### config.mk
export PLATFORM = sky130hd
export DESIGN_NAME = insn_encoder
export DESIGN_NICKNAME = d
export VERILOG_FILES = /design/src/rtl/insn_encoder.sv
export SDC_FILE = /design/constraint.sdc
export NUM_CORES = 1
export LEC_CHECK = 0
export CAP_MARGIN = 30
export CORE_ASPECT_RATIO = 1.2
export CORE_MARGIN = 3
export CORE_UTILIZATION = 25
export CTS_BUF_LIST = sky130_fd_sc_hd__clkbuf_8
export DETAILED_ROUTE_END_ITERATION = 8
export PLACE_DENSITY = 0.42
export SETUP_SLACK_MARGIN = 0.2
export SLEW_MARGIN = 15
export SYNTH_ARGS = -nofsm -noshare
export SYNTH_HDL_FRONTEND = slang
export SYNTH_SLANG_ARGS = --single-unit
### constraint.sdc
create_clock -name clock -period 3.2 [get_ports clock]
set_clock_uncertainty 0.05 [all_clocks]
set_input_delay 0.64 -clock clock [delete_from_list [all_inputs] [get_ports clock]]
set_output_delay 0.64 -clock clock [all_outputs]
set_load 0.02 [all_outputs]
### src/rtl/insn_encoder.sv
// insn_encoder: packs instruction fields into 32-bit words, queues them in a 4-entry
// FIFO and streams them to instruction memory. Optional macro: INSN_ENC_CHECK_EN (opcode checking, err port).
module insn_encoder (
    input  logic        clock,
    input  logic        reset,
    input  logic        in_valid,
    output logic        in_ready,
    input  logic [4:0]  in_op,
    input  logic [4:0]  in_rd,
    input  logic [4:0]  in_rs,
    input  logic [4:0]  in_rt,
    input  logic [4:0]  in_shamt,
    input  logic [4:0]  in_aluop,
    input  logic [16:0] in_imm,
    input  logic [26:0] in_target,
    input  logic        addr_load,
    input  logic [11:0] addr_in,
    output logic        im_we,
    output logic [11:0] im_addr,
    output logic [31:0] im_data,
    input  logic        im_ack,
    output logic        busy,
    output logic [2:0]  count
`ifdef INSN_ENC_CHECK_EN
    ,
    output logic        err
`endif
);

    typedef enum logic {
        ST_IDLE = 1'b0,
        ST_WR   = 1'b1
    } state_t;

    state_t      r_state;
    state_t      w_next_state;
    logic [31:0] r_mem [4];
    logic [1:0]  r_wr_ptr;
    logic [1:0]  r_rd_ptr;
    logic [2:0]  r_count;
    logic [2:0]  w_count_next;
    logic [11:0] r_addr;
    logic [31:0] w_word;
    logic        w_accept;
    logic        w_push;
    logic        w_pop;

    // NOTE: every signal written in an always_comb gets a default first, so no path
    // through the case leaves it unassigned and no latch is inferred.
    always_comb begin
        w_word = {in_op, 27'd0};
        case (in_op)
            5'b00000:
                w_word = {in_op, in_rd, in_rs, in_rt, in_shamt, in_aluop, 2'b00};
            5'b00101, 5'b00111, 5'b01000, 5'b00010, 5'b00110:
                w_word = {in_op, in_rd, in_rs, in_imm};
            5'b00100:
                w_word = {in_op, in_rd, 22'd0};
            5'b00001, 5'b00011, 5'b10110, 5'b10101:
                w_word = {in_op, in_target};
            default:
                w_word = {in_op, 27'd0};
        endcase
    end

    assign w_accept = in_valid & in_ready;
    assign w_pop    = (r_state == ST_WR) & im_ack;

`ifdef INSN_ENC_CHECK_EN
    logic w_legal;
    logic r_err;

    assign w_legal = in_op inside {5'b00000, 5'b00101, 5'b00111, 5'b01000, 5'b00010,
                                   5'b00110, 5'b00100, 5'b00001, 5'b00011, 5'b10110,
                                   5'b10101};
    // Illegal opcodes complete the handshake but are dropped.
    assign w_push   = w_accept & w_legal;

    always_ff @(posedge clock) begin
        if (!reset) begin
            r_err <= 1'b0;
        end else begin
            r_err <= w_accept & ~w_legal;
        end
    end

    assign err = r_err;
`else
    assign w_push = w_accept;
`endif

    assign w_count_next = r_count + {2'b00, w_push} - {2'b00, w_pop};

    // NOTE: sequential state uses non-blocking assignments so every register samples
    // the pre-edge values of the others, independent of statement order.
    always_ff @(posedge clock) begin
        if (!reset) begin
            r_state  <= ST_IDLE;
            r_count  <= 3'd0;
            r_wr_ptr <= 2'd0;
            r_rd_ptr <= 2'd0;
        end else begin
            r_state <= w_next_state;
            r_count <= w_count_next;
            if (w_push) begin
                r_wr_ptr <= r_wr_ptr + 2'd1;
            end
            if (w_pop) begin
                r_rd_ptr <= r_rd_ptr + 2'd1;
            end
        end
    end

    // NOTE: the storage array is not reset; validity is tracked by the pointers and
    // count, and im_data is forced to zero whenever no write is in progress.
    always_ff @(posedge clock) begin
        if (w_push) begin
            r_mem[r_wr_ptr] <= w_word;
        end
    end

    always_comb begin
        w_next_state = r_state;
        case (r_state)
            ST_IDLE: begin
                // Entering WR on the accept edge gives the one-cycle minimum latency.
                if (r_count != 3'd0 || w_push) begin
                    w_next_state = ST_WR;
                end
            end
            ST_WR: begin
                if (w_pop && w_count_next == 3'd0) begin
                    w_next_state = ST_IDLE;
                end
            end
            default: w_next_state = ST_IDLE;
        endcase
    end

    always_ff @(posedge clock) begin
        if (!reset) begin
            r_addr <= 12'd0;
        end else if (w_pop) begin
            r_addr <= r_addr + 12'd1;
        end else if (addr_load && r_state == ST_IDLE && r_count == 3'd0) begin
            r_addr <= addr_in;
        end
    end

    assign in_ready = (r_count != 3'd4);
    assign im_we    = (r_state == ST_WR);
    assign im_addr  = r_addr;
    assign im_data  = im_we ? r_mem[r_rd_ptr] : 32'd0;
    assign busy     = (r_count != 3'd0) || (r_state == ST_WR);
    assign count    = r_count;

endmodule
==> results by group, run 1 <==
Status
  • Status: finished clean

Drt
  • Avg WL per Cell: between 15 and 20 um
  • Total Wirelength: 17.8 mm
  • DR vias: about 4100
  • # DRC: 0
  • Pre-antenna DRT Iters: 4
  • Detail Route Antenna Nets: 0
  • DR vias/cell: about 4.6
  • Initial detailed-routing violation count: 159

Setup path
  • Required time worst endpoint: 2510 ps
  • Worst Reg-to-Reg Cells: 12
  • Worst-path cell chain: bufbuf_16 -> mux4_2 -> and2_1 -> dlygate4sd2_1
  • CP max stage cell: mux4_2
  • CP endpoint kind: output port
  • CP max stage delay: between 400 and 500 ps
  • Worst setup path class: reg2out
  • CP Max Fanout: 8
  • Worst setup SP type: flop
  • Crit path DAT: roughly 2200 ps

GRT
  • GRT Overall Usage: between 10% and 20%
  • Initial antenna violation count: 1
  • Vias in the first global route: about 4500
  • Gr ovfl total: 0
  • Pin count of the biggest net entering global routing: 33
  • First-pass GRT wire length: about 27 mm

Clocking
  • TritonCTS clock tree: built
  • Clk_lat worst skew: 440 ps
  • Clock sink count: 150
  • H-tree depth: 4
  • CTS max path bufs: 2
  • Total CTS buffers: 17
  • Root Buffer: clkbuf_8
  • Reg clk slew, reported paths: roughly 90 ps
  • Cts hold-fix bufs: 0

Synthesis
  • Yosys top cell area share: between 50 and 60%
  • Mapped Nets: around 490
  • Syn avg cell area: 16.5 um2
  • Post-synth ARST share: 0%
  • Mapped Cells: 393
  • Unique cell type count in the Yosys netlist: 49
  • Synthesis-stage register bit count: 150
  • Seq/Total Area, Yosys: 66.3%
  • Yosys top cell by area: edfxtp_1
  • Top cells by count, synth: edfxtp_1 (128), and2_1 (53), mux4_2 (32)
  • Top-count cell post-synth: edfxtp_1
  • Post-synth EDFFs: approximately 130
  • Mapped Area: ~0.0065 mm2
  • Top cells by area, synth: edfxtp_1 (59%), mux4_2 (11%), dfxtp_1 (6.8%)
  • Main synth FF type: edfxtp_1
  • Ys Warns: 0

Timing
  • Fin crit share: 90.1%
  • Setup Total Neg Slack: 0 ps
  • RSZ-0062 raised after global routing: no
  • Peak Freq: 347 MHz
  • Final setup viols: 0
  • Slew Limit Headroom: 35.1%
  • Post-route minimum period: between 2000 and 3000 ps
  • Final Hold Viols: 0
  • Fin. max-slew vios: 0
  • Worst-Margin Slew: 966 ps

Floorplanning
  • CORE AREA: ~0.025 mm2
  • Core Rows: 63
  • Die span in x: around 150 um
  • Die Ht: 182 um
  • Die ar.: roughly 0.028 mm2
  • Starting Density: around a quarter
  • # IOs: ~140

Pwr
  • Peak VDD IR: ~0.25 mV
  • Leakage: around 3.1 nW
  • Total power draw: approximately 5.5 mW
  • Power density over the cells: 622 mW/mm2

Placed design
  • I/O Buffers: 140
  • GPL Wtd Cong: between 0.7 and 0.8
  • Dpl hpwl: roughly 12 mm

Worst hold path
  • Class of the worst hold path: reg2reg
  • Hold path depth: 2

Final layout
  • Layout cell share with drive strength beyond 1: a little over a fifth
  • Post-layout nets: roughly 660
  • Ant. Diodes: 0
  • P&R area growth vs syn: 35.9%

Job
  • Max-Cap Viols: 0
-- layout make-up --
cell class                 count  area (um2)
fill                        2494       16300
sequential                   150        4290
multi-input combinational    216        2060
timing repair buffer         162        1620
tap                          325         407
clock buffer                  17         234
clock inverter                15         135
inverter                       9        33.8
-- registers in the layout (all words and copies together) (netlist names), named ones only --
| name | flops |
|---|---|
| im_addr | 12 |
| im_we | 1 |
| count | 3 |
| r_rd_ptr | 2 |
| r_wr_ptr | 2 |
| r_mem | 128 |
-- timing repair --
action / CTS / global route
endpoints found under the setup margin: 32 / 3
gates resized for setup: 33 / 3
buffers inserted: 1 / 0
cloned: 2 / 0
-- kinds of logic after synthesis --
kind of cell | Yosys count | share of synthesized area [%]
flops | 150 | 66.3
simple gates | 106 | 10.1
compound gates | 64 | 8.05
mux | 32 | 11.1
buf+inv | 27 | 2.01
fa+ha+maj | 8 | 1.66
xor+xnor | 6 | 0.813
-- layout by cell type (no fill, tap or decap), drive strengths merged, types with 4 or more instances in the layout --
| cell | count |
|---|---|
| a21oi | 12 |
| dfxtp | 22 |
| a22o | 12 |
| dlygate4sd2 | 29 |
| and2 | 53 |
| mux4 | 32 |
| ha | 7 |
| xnor2 | 4 |
| nor2 | 11 |
| a31oi | 4 |
| edfxtp | 128 |
| a221o | 15 |
| a211oi | 4 |
| nand3 | 6 |
| and3 | 6 |
| clkbuf | 17 |
| o21ai | 7 |
| nand2 | 12 |
| clkdlybuf4s50 | 108 |
| inv | 20 |
| buf | 21 |
-- worst max-delay path: cells and delay by family (launching register included) --
kind                   cells  cell delay (ps)
AND/OR/NAND/NOR            1              210
multiplexers               1              490
flip-flops                 1              410
buffers and inverters      2              640
-- through the flow --
step | utilization, % | area, um2 | setup slack [ps] | std cells | hold WS (ps)
after CTS | 35.0 | 8770 | 183 | 893 | 461
after global routing | 35.1 | 8790 | 212 | 894 | 491
after global placement | 33.3 | 8350 | 117 | 857 | 446
after floorplan | - | 6470 | 362 | 393 | 419
after detailed placement | 33.4 | 8360 | 99.0 | 858 | 447
final | 35.1 | 8790 | 316 | 894 | 458
-- power by group --
| group | switching (mW) | internal (mW) |
|---|---|---|
| combinational | 0.807 | 0.758 |
| sequential | 0.142 | 2.40 |
| clock | 0.788 | 0.572 |
| total | 1.74 | 3.73 |
-- metal layers --
layer  global-route usage (%)  up-vias  share of wire, %
met5                        0        -                 0
met4                     3.32        0               1.1
met3                     3.06       14               5.4
met2                     21.6      150                50
met1                     16.6     2076                44
li1                         -     1895                 -
-- path summary, 6_finish.rpt --
check | startpoint | endpoint | slack [ps]
max | flop | im_data[30] | 320
min | r_wr_ptr[1] | r_wr_ptr[1] | 460
min reg2reg | r_wr_ptr[1] | r_wr_ptr[1] | 460
max reg2reg | count[1] | im_we | 420
(Power assumes the default switching activity.)
==> run 2: changes to the inputs <==
Settings changed: SLEW_MARGIN 15 to 20.
==> results of run 2 <==
No change in the layout: final DEF, timing and power equal those of run 1.
==> run 3: changes to the inputs <==
Settings changed: RECOVER_POWER from default to 100.
==> results by group, run 3 (same netlist as run 1, synthesis figures left out) <==
Pwr
  • Leakage: 3.03 nW (-2.1%)
  • Power density over the cells: 622 mW/mm2 (about the same)
  • Peak VDD IR: 0.253 mV (about the same)
  • Total power draw: 5.42 mW (-0.88%)

GRT
  • GRT Overall Usage: 12.8% (unchanged)
  • Initial antenna violation count: 1 (unchanged)
  • Vias in the first global route: 4503 (unchanged)
  • Most Crowded Layer GR: met2
  • Grt met2 use: 21.6% (unchanged)
  • Gr ovfl total: 0 (unchanged)
  • First-pass GRT wire length: 26.8 mm (unchanged)
  • Pin count of the biggest net entering global routing: 33 (unchanged)
  • Met3 usage: 3.06% (unchanged)
  • Global routing met1 resource utilization: 16.6% (unchanged)

Setup path
  • Cell depth of the worst setup path: 4 (unchanged)
  • Worst Reg-to-Reg Cells: 12 (unchanged)
  • Worst Setup EP: im_data[30]
  • Reg2reg setup slack: 400 ps (-20 ps)
  • CP endpoint kind: output port
  • Required time worst endpoint: 2510 ps (about the same)
  • Crit path DAT: 2230 ps (+40 ps)
  • Worst-path cell chain: bufbuf_16 -> mux4_2 -> and2_0 -> dlygate4sd2_1
  • Cell family with most CP delay: buffers and inverters
  • Worst setup path class: reg2out
  • CP max stage delay: 490 ps (about the same)
  • CP Buf/Inv Count: 2 (unchanged)
  • Worst r2r src: count[1]
  • CP max stage cell: mux4_2
  • CP Max Fanout: 8 (unchanged)
  • Worst setup SP type: flop
  • Reg2Reg Capture Point: im_we

Floorplanning
  • Die Ht: 182 um (unchanged)
  • Die ar.: 0.0278 mm2 (unchanged)
  • Starting Density: 25.8% (unchanged)
  • Die span in x: 153 um (unchanged)
  • CORE AREA: 0.0251 mm2 (unchanged)
  • Core Rows: 63 (unchanged)
  • # IOs: 141 (unchanged)

Clocking
  • H-tree depth: 4 (unchanged)
  • Root Buffer: clkbuf_8
  • CTS max path bufs: 2 (unchanged)
  • TritonCTS clock tree: built
  • Cts hold-fix bufs: 0 (unchanged)
  • Clock sink count: 150 (unchanged)
  • Reg clk slew, reported paths: 90 ps (about the same)
  • Clk_lat worst skew: 440 ps (about the same)
  • Total CTS buffers: 17 (unchanged)

Timing
  • Post-route minimum period: 2920 ps (+41.2 ps)
  • Setup Total Neg Slack: 0 ps (unchanged)
  • Slew Limit Headroom: 26.5% (-8.6 points)
  • Worst-Margin Slew: 1100 ps (+136 ps)
  • Fin. max-slew vios: 0 (unchanged)
  • Final worst slack: 275 ps (-41.3 ps)
  • Fin crit share: 91.4% (+1.3 points)
  • Peak Freq: 342 MHz (-1.4%)
  • Final Hold Viols: 0 (unchanged)
  • RSZ-0062 raised after global routing: no
  • Final setup viols: 0 (unchanged)

Final layout
  • Most flops, register: r_mem
  • Largest register FFs: 128 (unchanged)
  • Post-layout nets: 655 (unchanged)
  • FF+latch area: 0.00429 mm2 (about the same)
  • P&R area growth vs syn: 34.6%
  • Multi-input logic area: 0.00205 mm2 (-0.67%)
  • Ant. Diodes: 0 (unchanged)
  • # fillers: 2509 (+0.60%)
  • Most frequent cells in the layout: edfxtp_1 (128), clkdlybuf4s50_1 (85), mux4_2 (32), and2_1 (30), dlygate4sd2_1 (29)
  • Fin area: 0.00870 mm2 (-0.97%)
  • Most common cell after layout, fill and taps aside: edfxtp_1
  • Layout cell share with drive strength beyond 1: 20.0% (-1.8 points)
  • Fin cells: 894 (unchanged)

Placed design
  • Setup WS pre-CTS: 99.0 ps (unchanged)
  • GPL Wtd Cong: 0.741 (unchanged)
  • Dpl cells: 858 (unchanged)
  • Cell Area, Placed: 0.00836 mm2 (unchanged)
  • I/O Buffers: 140 (unchanged)
  • Dpl hpwl: 11.6 mm (unchanged)

Drt
  • DR vias/cell: 4.60 (-0.56%)
  • Total Wirelength: 17.7 mm (-0.37%)
  • Avg WL per Cell: 19.8 um (-0.37%)
  • DR vias: 4112 (-0.56%)
  • Pre-antenna DRT Iters: 4 (unchanged)
  • # DRC: 0 (unchanged)
  • Detail Route Antenna Nets: 0 (unchanged)
  • Initial detailed-routing violation count: 184 (+16%)

Worst hold path
  • Class of the worst hold path: reg2reg
  • Hold_sp: r_wr_ptr[1]

Status
  • Status: finished clean

Job
  • Max-Cap Viols: 0 (unchanged)
## run 3: cell count changes in the layout (fill, tap and decap cells not counted), moves of 3 or more
cell / delta
and2_0: +23
and2_1: -23
clkdlybuf4s50_1: -23
dlygate4sd3_1: +23
buf_4: -10
clkbuf_1: +10
clkbuf_2: +4
dlymetal6s2s_1: -3
## run 3: worst min path at each step
stage	slack (ps)	cells after the start	to
global placement	450	2	r_wr_ptr[1]
floorplan	420	2	r_wr_ptr[1]
finish	460	2	r_wr_ptr[1]
detailed placement	450	2	r_wr_ptr[1]
CTS	460	2	r_wr_ptr[1]
global route	490	2	r_wr_ptr[1]
## run 3: area by class of cell
type | instances | area share, %
clock inverter | 15 | 1.55
multi-input combinational | 216 | 23.5
tap | 325 | 4.67
timing repair buffer | 162 | 17.8
sequential | 150 | 49.3
inverter | 9 | 0.388
clock buffer | 17 | 2.69
## run 3: worst min-delay path: stages, from the launching register on
cell and delay [ps]:
dfxtp_1 350, nand2_1 60, a21oi_1 50
## run 3: what timing repair did
action | CTS | global route
buffers inserted | 1 | 0
gates resized for setup | 33 | 3
gates cloned | 2 | 0
setup endpoints to repair | 32 | 3
## run 3: power by group
| group | switching (mW) | total (mW) | internal [mW] |
|---|---|---|---|
| sequential | 0.139 | 2.54 | 2.40 |
| combinational | 0.807 | 1.51 | 0.707 |
| clock | 0.790 | 1.36 | 0.572 |
## run 3: through the flow
step | hold slack (ps) | utilization [%]
after CTS | 461 | 35.0
after global placement | 446 | 33.3
after floorplan | 419 | -
after detailed placement | 447 | 33.4
final | 458 | 34.7
after global routing | 491 | 34.7
## run 3: metal layers
metal	vias up	part of all wire [%]
met5	-	0
met4	0	1.1
met3	14	5.3
met2	140	49
met1	2065	45
li1	1893	-
